**src/rtl/pipe_hazard_ctrl_pkg.sv**
```systemverilog
// pipe_hazard_ctrl_pkg: shared stall/flush encodings and hazard FSM states
package pipe_hazard_ctrl_pkg;
  localparam logic [1:0] FS_RUN   = 2'b00;
  localparam logic [1:0] FS_STALL = 2'b01;
  localparam logic [1:0] FS_FLUSH = 2'b10;
  typedef enum logic {IDLE = 1'b0, REDIRECT_WAIT = 1'b1} state_t;
endpackage

```
**src/rtl/pipe_perf_cnt.sv**
```systemverilog
// pipe_perf_cnt: wrapping 32-bit hazard event counters
module pipe_perf_cnt (
  input  logic        clk,
  input  logic        reset,
  input  logic        stall,
  input  logic        flush,
  input  logic        load_use,
  output logic [31:0] stall_cycles,
  output logic [31:0] flush_events,
  output logic [31:0] load_use_cnt
);
  always_ff @(posedge clk or posedge reset)
    if (reset) begin
      stall_cycles <= '0;
      flush_events <= '0;
      load_use_cnt <= '0;
    end else begin
      stall_cycles <= stall_cycles + 32'(stall);
      flush_events <= flush_events + 32'(flush);
      load_use_cnt <= load_use_cnt + 32'(load_use);
    end
endmodule

```
**src/rtl/pipe_hazard_ctrl.sv**
```systemverilog
// pipe_hazard_ctrl: pipeline stall/flush/redirect control
// Optional perf counters when PIPE_HAZARD_PERF_EN is defined.
module pipe_hazard_ctrl
  import pipe_hazard_ctrl_pkg::*;
#(
  parameter int                    ADDR_WIDTH = 32,
  parameter logic [ADDR_WIDTH-1:0] PC_ADDR    = 32'h8000_0000
) (
  input  logic                  clk,
  input  logic                  reset,
  input  logic [4:0]            id_rs1_addr,
  input  logic [4:0]            id_rs2_addr,
  input  logic                  ex_mem_read,
  input  logic [4:0]            ex_rd_addr,
  input  logic                  br_taken,
  input  logic [ADDR_WIDTH-1:0] br_target,
  input  logic                  if_busy,
  input  logic                  mem_busy,
  output logic [1:0]            pc_ctrl,
  output logic [1:0]            if_id_ctrl,
  output logic [1:0]            id_ex_ctrl,
  output logic [1:0]            ex_mem_ctrl,
  output logic [1:0]            mem_wb_ctrl,
  output logic                  redirect_valid,
`ifdef PIPE_HAZARD_PERF_EN
  output logic [31:0]           stall_cycles,
  output logic [31:0]           flush_events,
  output logic [31:0]           load_use_cnt,
`endif
  output logic [ADDR_WIDTH-1:0] redirect_pc
);
  state_t                state, state_nx;
  logic [ADDR_WIDTH-1:0] target;
  logic                  redir, load_use, capture;
  assign capture  = br_taken && state == IDLE;
  assign redir    = br_taken || state == REDIRECT_WAIT;
  assign load_use = ex_mem_read && ex_rd_addr != 5'd0 &&
                    (ex_rd_addr == id_rs1_addr || ex_rd_addr == id_rs2_addr);
  // Any busy stage defers a pending redirect into REDIRECT_WAIT.
  assign state_nx    = (redir && (mem_busy || if_busy)) ? REDIRECT_WAIT : IDLE;
  assign redirect_pc = capture ? br_target : target;
  always_comb begin
    pc_ctrl        = reset ? FS_RUN :
                     (mem_busy || if_busy || (!redir && load_use)) ? FS_STALL : FS_RUN;
    if_id_ctrl     = reset ? FS_RUN : mem_busy ? FS_STALL : redir ? FS_FLUSH :
                     load_use ? FS_STALL : if_busy ? FS_FLUSH : FS_RUN;
    id_ex_ctrl     = reset ? FS_RUN : mem_busy ? FS_STALL :
                     (redir || load_use) ? FS_FLUSH : FS_RUN;
    ex_mem_ctrl    = reset ? FS_RUN : mem_busy ? FS_STALL : redir ? FS_FLUSH : FS_RUN;
    mem_wb_ctrl    = reset ? FS_RUN : mem_busy ? FS_FLUSH : FS_RUN;
    redirect_valid = !reset && !mem_busy && !if_busy && redir;
  end
  always_ff @(posedge clk or posedge reset)
    if (reset) begin
      state  <= IDLE;
      target <= PC_ADDR;
    end else begin
      state <= state_nx;
      if (capture) target <= br_target;
    end
`ifdef PIPE_HAZARD_PERF_EN
  pipe_perf_cnt u_perf (
    .clk          (clk),
    .reset        (reset),
    .stall        (pc_ctrl == FS_STALL),
    .flush        (redirect_valid),
    .load_use     (!mem_busy && !redir && load_use),
    .stall_cycles (stall_cycles),
    .flush_events (flush_events),
    .load_use_cnt (load_use_cnt)
  );
`endif
endmodule

```
**config.mk**
```make
export PLATFORM = sky130hd
export DESIGN_NAME = pipe_hazard_ctrl
export DESIGN_NICKNAME = d
export VERILOG_FILES = /design/src/rtl/pipe_hazard_ctrl_pkg.sv /design/src/rtl/pipe_perf_cnt.sv /design/src/rtl/pipe_hazard_ctrl.sv
export SDC_FILE = /design/constraint.sdc
export NUM_CORES = 1
export LEC_CHECK = 0
export ABC_AREA = 1
export CORE_MARGIN = 2
export CORE_UTILIZATION = 38
export DETAILED_ROUTE_END_ITERATION = 8
export PLACE_DENSITY = 0.87
export SYNTH_ARGS = -nofsm -noshare
export SYNTH_HDL_FRONTEND = slang
export SYNTH_SLANG_ARGS = --single-unit
export TNS_END_PERCENT = 5
```
**constraint.sdc**
```tcl
create_clock -name clk -period 3.2 [get_ports clk]
set_clock_uncertainty 0.15 [all_clocks]
set_input_delay 0.96 -clock clk [delete_from_list [all_inputs] [get_ports clk]]
set_output_delay 0.96 -clock clk [all_outputs]
set_load 0.01 [all_outputs]
```
==> results of run 1 <==
per-stage QoR:
step | cells | hold slack [ns] | worst slack, ns | instance area (µm²) | util
4_1_cts | 316 | 0.3453 | -0.01978 | 2880 | 0.6661
3_5_place_dp | 306 | 0.3292 | -0.5450 | 2794 | 0.6461
2_1_floorplan | 148 | 0.3427 | 0.04806 | 1687 | -
3_3_place_gp | 306 | 0.3239 | -0.5185 | 2794 | 0.6461
6_report | 316 | 0.3406 | 0.05814 | 2826 | 0.6536
5_1_grt | 316 | 0.3592 | -0.04594 | 2826 | 0.6536
cells in the final DEF, fill, tap and decap left out, types with 2 or more instances in the layout:
cell type         n
buf_12            2
inv_1            16
clkdlybuf4s15_2  11
buf_2             6
clkbuf_2         14
clkbuf_8          5
a21oi_1           2
mux2_4           30
dfrtp_1          32
inv_2             5
nor2_1            7
clkinv_2          2
nand2_4           2
clkdlybuf4s15_1   8
nor2_2            4
buf_4            19
nand2_1          26
nand3_2           2
conb_1            2
mux2_2            2
dlygate4sd2_1    20
xnor2_1           2
nand3_1           3
clkdlybuf4s50_1  34
how the worst max path moves through the flow:
stage                      end  depth (start not counted)
4_1_cts        redirect_pc[14]                          5
3_3_place_gp     if_id_ctrl[0]                         10
3_5_place_dp        pc_ctrl[0]                         10
2_1_floorplan       pc_ctrl[0]                          3
5_1_grt          if_id_ctrl[1]                         11
6_report         if_id_ctrl[1]                         11
cell usage after synthesis:
master	n
a21oi_1	2
buf_4	4
buf_6	3
clkinv_1	1
conb_1	1
dfrtp_1	32
dfstp_2	1
inv_1	16
inv_2	5
mux2_2	2
mux2_4	30
nand2_1	26
nand2_2	3
nand3_1	5
nand4_2	1
nor2_1	11
o21ai_0	2
xnor2_1	2
critical path, cell delays in order:
cell and delay, ns:
dlygate4sd2_1 0.21, inv_1 0.04, nand2_1 0.05, nand2_1 0.05, nor2_1 0.13, nand3_2 0.11, nand2_4 0.10, nand3_1 0.06
nand2_1 0.06, inv_1 0.03, clkdlybuf4s15_2 0.22
cell families after synthesis:
logic type | count (synthesis) | share of synthesized area
simple gates | 46 | 0.1160
flops | 33 | 0.4915
mux | 32 | 0.2810
buf+inv | 29 | 0.08699
compound gates | 4 | 0.01190
xor+xnor | 2 | 0.01041
other cells | 1 | 0.002228
repair_timing:
item / CTS / global route
hold buffers: 0 / 0
resized for setup: 118 / 28
pin swaps: 11 / 3
endpoints found under the setup margin: 41 / 32
setup buffers: 2 / 0
registers in the layout, summed over array words and instances, names as in the netlist:
name / count
target: 32
state: 1
metal layers:
layer,global-route usage,wire (µm),vias up
met5,0,0,-
met4,0.06499,70,0
met3,0.05413,359,6
met2,0.2862,1995,58
met1,0.1972,1562,653
li1,-,-,691
area by class of cell:
type                            instances  area, µm²  area share
Clock buffer                            5      68.82     0.02435
Clock inverter                          3      17.52    0.006197
Inverter                               22      82.58     0.02922
Multi-Input combinational cell         86      752.0      0.2660
Sequential cell                        33      827.0      0.2926
Tap cell                               52      65.06     0.02302
Timing Repair Buffer                  115       1013      0.3586
where the power goes:
part	switching, W	leakage (nW)	internal (W)
clock network	0.000148	0.0439	0.000150
logic	0.000193	1.07	0.000301
registers	0.0000233	0.385	0.000501
==> impl_metrics.json, run 1 <==
{
  "crit_start": "id_rs1_addr[0]",
  "powerDensity_nw_per_um2": 465.7,
  "rrSetupSlack_ns": 1.76,
  "cts_sinks": 33,
  "n_antenna_cell": 0,
  "finalSetupTns_ns": 0,
  "rr_worst_depth": 5,
  "required_ns": 2.09,
  "grt-ovfl-total": 0,
  "p_leak_nw": 1.500,
  "rsz0062_at_grt": "true",
  "grt_use_total": 0.1676,
  "nets": 316,
  "cp-start-kind": "input pin",
  "syn_inst": 147,
  "port_buffers": 93,
  "drv_cap": 0,
  "num_vias": 1408,
  "gp_congestion": 0.8227,
  "drc_errors": 0,
  "via_per_inst": 4.456,
  "min-delay-start": "target[0]",
  "ys_top_cells_by_area": "dfrtp_1 48%, mux2_4 27%, nand2_1 5.8%, inv_1 3.6%, nor2_1 2.5%",
  "max-clock-path-buffers": 2,
  "fp-row-count": 24,
  "syn_to_final_growth_pct": 67.96,
  "r2r_end": "target[2]",
  "synth_top_area_cell": "dfrtp_1",
  "min_period_ns": 3.142,
  "hold_class": "register to register",
  "grt_pass1_vias": 1451,
  "root_buffer": "clkbuf_8",
  "synth-seq-area-share": 0.4914,
  "ir_drop_mv": 0.2922,
  "layout-drive-gt1-share": 0.4129,
  "crit_fanout": 3,
  "netlist_area_um2": 1683,
  "final-setup-viol-count": 0,
  "wl_per_cell_um": 12.62,
  "r2r-start": "state",
  "grt_antenna_before_repair": 0,
  "die_y_um": 70.55,
  "insertion_delay_ns": 0.28,
  "initial_core_util": 0.3892,
  "drv_slew": 0,
  "grt_pass1_wl_mm": 6.603,
  "coreArea_um2": 4324,
  "max_freq_ghz": 0.3183,
  "status": "completed",
  "h-tree-depth": 2,
  "yosys_warnings": 0,
  "finalCritPeriodShare": 0.9818,
  "worst_hold_path.endpoint": "target[0]",
  "cts_tree": "built",
  "end_kind": "output pin",
  "n_fill_cell": 377,
  "ys_ff_latch": 33,
  "drt_iter0_markers": 66,
  "hold-path-cell-count": 1,
  "cts.clk_slew.worst_paths_ns": 0.06,
  "ant_nets": 0,
  "arrival_ns": 2.03,
  "final-hold-violation-count": 0,
  "cts_buffers": 5,
  "drt-pass1-iter-count": 3,
  "path_class": "input pin to output pin",
  "power.total_w": 0.001316,
  "grt_max_degree": 34,
  "hpwlAfterDp_mm": 3.076,
  "io_pins": 96,
  "yosysTopAreaCellShare": 0.4758,
  "synth.avg_cell_area_um2": 11.45,
  "wirelength_mm": 3.987,
  "ys_types": 18,
  "fp.dieW_um": 70.55,
  "die_area_um2": 4977
}
Power figures use the tool's default switching activity.
==> inputs of run 2 (changes only) <==
Settings changed: RECOVER_POWER from default to 25.
==> run 2 against run 1 <==
The run now ends with max-capacitance violations, max-slew violations left. Maximum frequency down 0.86%. Total power about the same. Sequential power about the same. Die area unchanged. Final area down 0.13%. Critical path type unchanged. Critical endpoint is now redirect_pc[31]. Largest cell class unchanged.
==> impl_metrics.json, run 2 (same netlist as run 1, synthesis figures left out) <==
{
  "status": "finished, violations left",
  "violations": "max-capacitance violations, max-slew violations",
  "grt_use_total": 0.1676,
  "die_y_um": 70.55,
  "reg_top3": "target: 32 flops, state: 1 flops",
  "grt_antenna_before_repair": 0,
  "cp_num_buf_inv": 2,
  "wl_per_cell_um": 12.62,
  "final-setup-viol-count": 0,
  "h-tree-depth": 2,
  "fp-row-count": 24,
  "grt-ovfl-total": 0,
  "grt_max_degree": 34,
  "nets": 316,
  "arrival_ns": 2.06,
  "comb_power_share": 0.375,
  "wirelength_mm": 3.989,
  "drv_cap": 1,
  "swShare": 0.2769,
  "worstPathCellList": "dlygate4sd3_1 -> mux2_2 -> dlygate4sd2_1",
  "dp_slack_ns": -0.5450,
  "power_frac_clock": 0.226,
  "stdcell_area_um2": 2823,
  "n_fill_cell": 379,
  "drt-pass1-iter-count": 4,
  "num_vias": 1408,
  "drv_slew": 34,
  "hpwlAfterDp_mm": 3.076,
  "critPathTopFamily": "buffers and inverters",
  "ant_nets": 0,
  "layout-drive-gt1-share": 0.4091,
  "p_leak_nw": 1.496,
  "die_area_um2": 4977,
  "gp_congestion": 0.8227,
  "final_cell_mix": "33 x clkdlybuf4s50_1, 32 x dfrtp_1, 30 x mux2_4",
  "grt_pass1_vias": 1451,
  "ir_drop_mv": 0.2923,
  "largest_reg_flops": 32,
  "insertion_delay_ns": 0.28,
  "largest-register": "target",
  "setup_slack_ns": 0.03101,
  "min_period_ns": 3.169,
  "path_class": "input pin to output pin",
  "finalCritPeriodShare": 0.9903,
  "io_pins": 96,
  "required_ns": 2.09,
  "powerDensity_nw_per_um2": 466.1,
  "drt_iter0_markers": 66,
  "syn_to_final_growth_pct": 67.73,
  "n_antenna_cell": 0,
  "p_int_w": 0.0009514,
  "critPathMaxStageDelay_ns": 0.54,
  "max-slew-margin-rel": -0.1637,
  "place_area_um2": 2794,
  "final_common_cell": "clkdlybuf4s50_1",
  "drc_errors": 0,
  "cp-start-kind": "input pin",
  "cts_buffers": 5,
  "cts_tree": "built",
  "port_buffers": 93,
  "initial_core_util": 0.3892,
  "max-clock-path-buffers": 2,
  "cts_sinks": 33,
  "via_per_inst": 4.456,
  "p_sw_w": 0.0003643,
  "coreArea_um2": 4324,
  "power_frac_seq": 0.399,
  "rsz0062_at_grt": "true",
  "crit_fanout": 2,
  "cp_slowest_cell": "dlygate4sd3_1",
  "end_kind": "output pin",
  "grt_pass1_wl_mm": 6.603,
  "hold_class": "register to register",
  "fp.dieW_um": 70.55,
  "cts.clk_slew.worst_paths_ns": 0.06,
  "tightest_slew_ns": 1.746,
  "max_freq_ghz": 0.3156,
  "root_buffer": "clkbuf_8",
  "final-hold-violation-count": 0
}
## run 2: layout make-up
type / instances / area (µm²) / share of cell area
clock buffers: 5 / 68.82 / 0.02438
clock inverters: 3 / 17.52 / 0.006206
inverters: 22 / 82.58 / 0.02926
multi-input cells: 86 / 752.0 / 0.2664
flip-flops and latches: 33 / 827.0 / 0.2930
well taps: 52 / 65.06 / 0.02305
repair buffers: 115 / 1010 / 0.3577
## run 2: worst paths after layout
check / startpoint / endpoint / slack, ns / depth (start not counted)
worst min-delay path: target[0] / target[0] / 0.34 / 1
worst min register to register: target[0] / target[0] / 0.34 / 1
min in group asynchronous: reset / target[16] / 1.43 / 3
max in group asynchronous: reset / target[9] / 0.46 / 3
worst max register to register: state / target[2] / 1.76 / 5
worst max-delay path: br_target[31] / redirect_pc[31] / 0.03 / 3
## run 2: power by group through the flow
stage	registers [W]	logic [W]	clock network, W
after floorplan	0.000524	0.000251	0
after global placement	0.000527	0.000549	0
after detailed placement	0.000533	0.000558	0
after CTS	0.000525	0.000512	0.000310
after global routing	0.000533	0.000533	0.000326
final	0.000524	0.000494	0.000297
## run 2: timing repair
action / CTS / global route
hold buffers: 0 / 0
setup endpoints to repair: 41 / 32
resized for setup: 118 / 28
pin swaps: 11 / 3
setup buffers: 2 / 0
## run 2: metrics by stage
step	util	power, W	hold WS (ns)	cells	setup TNS, ns
global route	0.6528	0.001392	0.3592	316	-0.1151
CTS	0.6661	0.001347	0.3453	316	-0.03950
detailed placement	0.6461	0.001090	0.3292	306	-19.19
finish	0.6528	0.001316	0.3406	316	0
global placement	0.6461	0.001076	0.3239	306	-18.84
floorplan	-	0.0007750	0.3427	148	0
## run 2: per-layer routing
metal  global-route usage  up-vias  wire [µm]
li1                     -      691          -
met2               0.2862       58       1995
met5                    0        -          0
met3              0.05413        6        359
met4              0.06499        0         70
met1               0.1972      653       1564
## run 2: worst register-to-register path, stage by stage (launching register included)
cell and delay [ns]:
dfrtp_1 0.38, inv_1 0.09, nand2_4 0.10, buf_12 0.17
mux2_4 0.31, buf_4 0.13
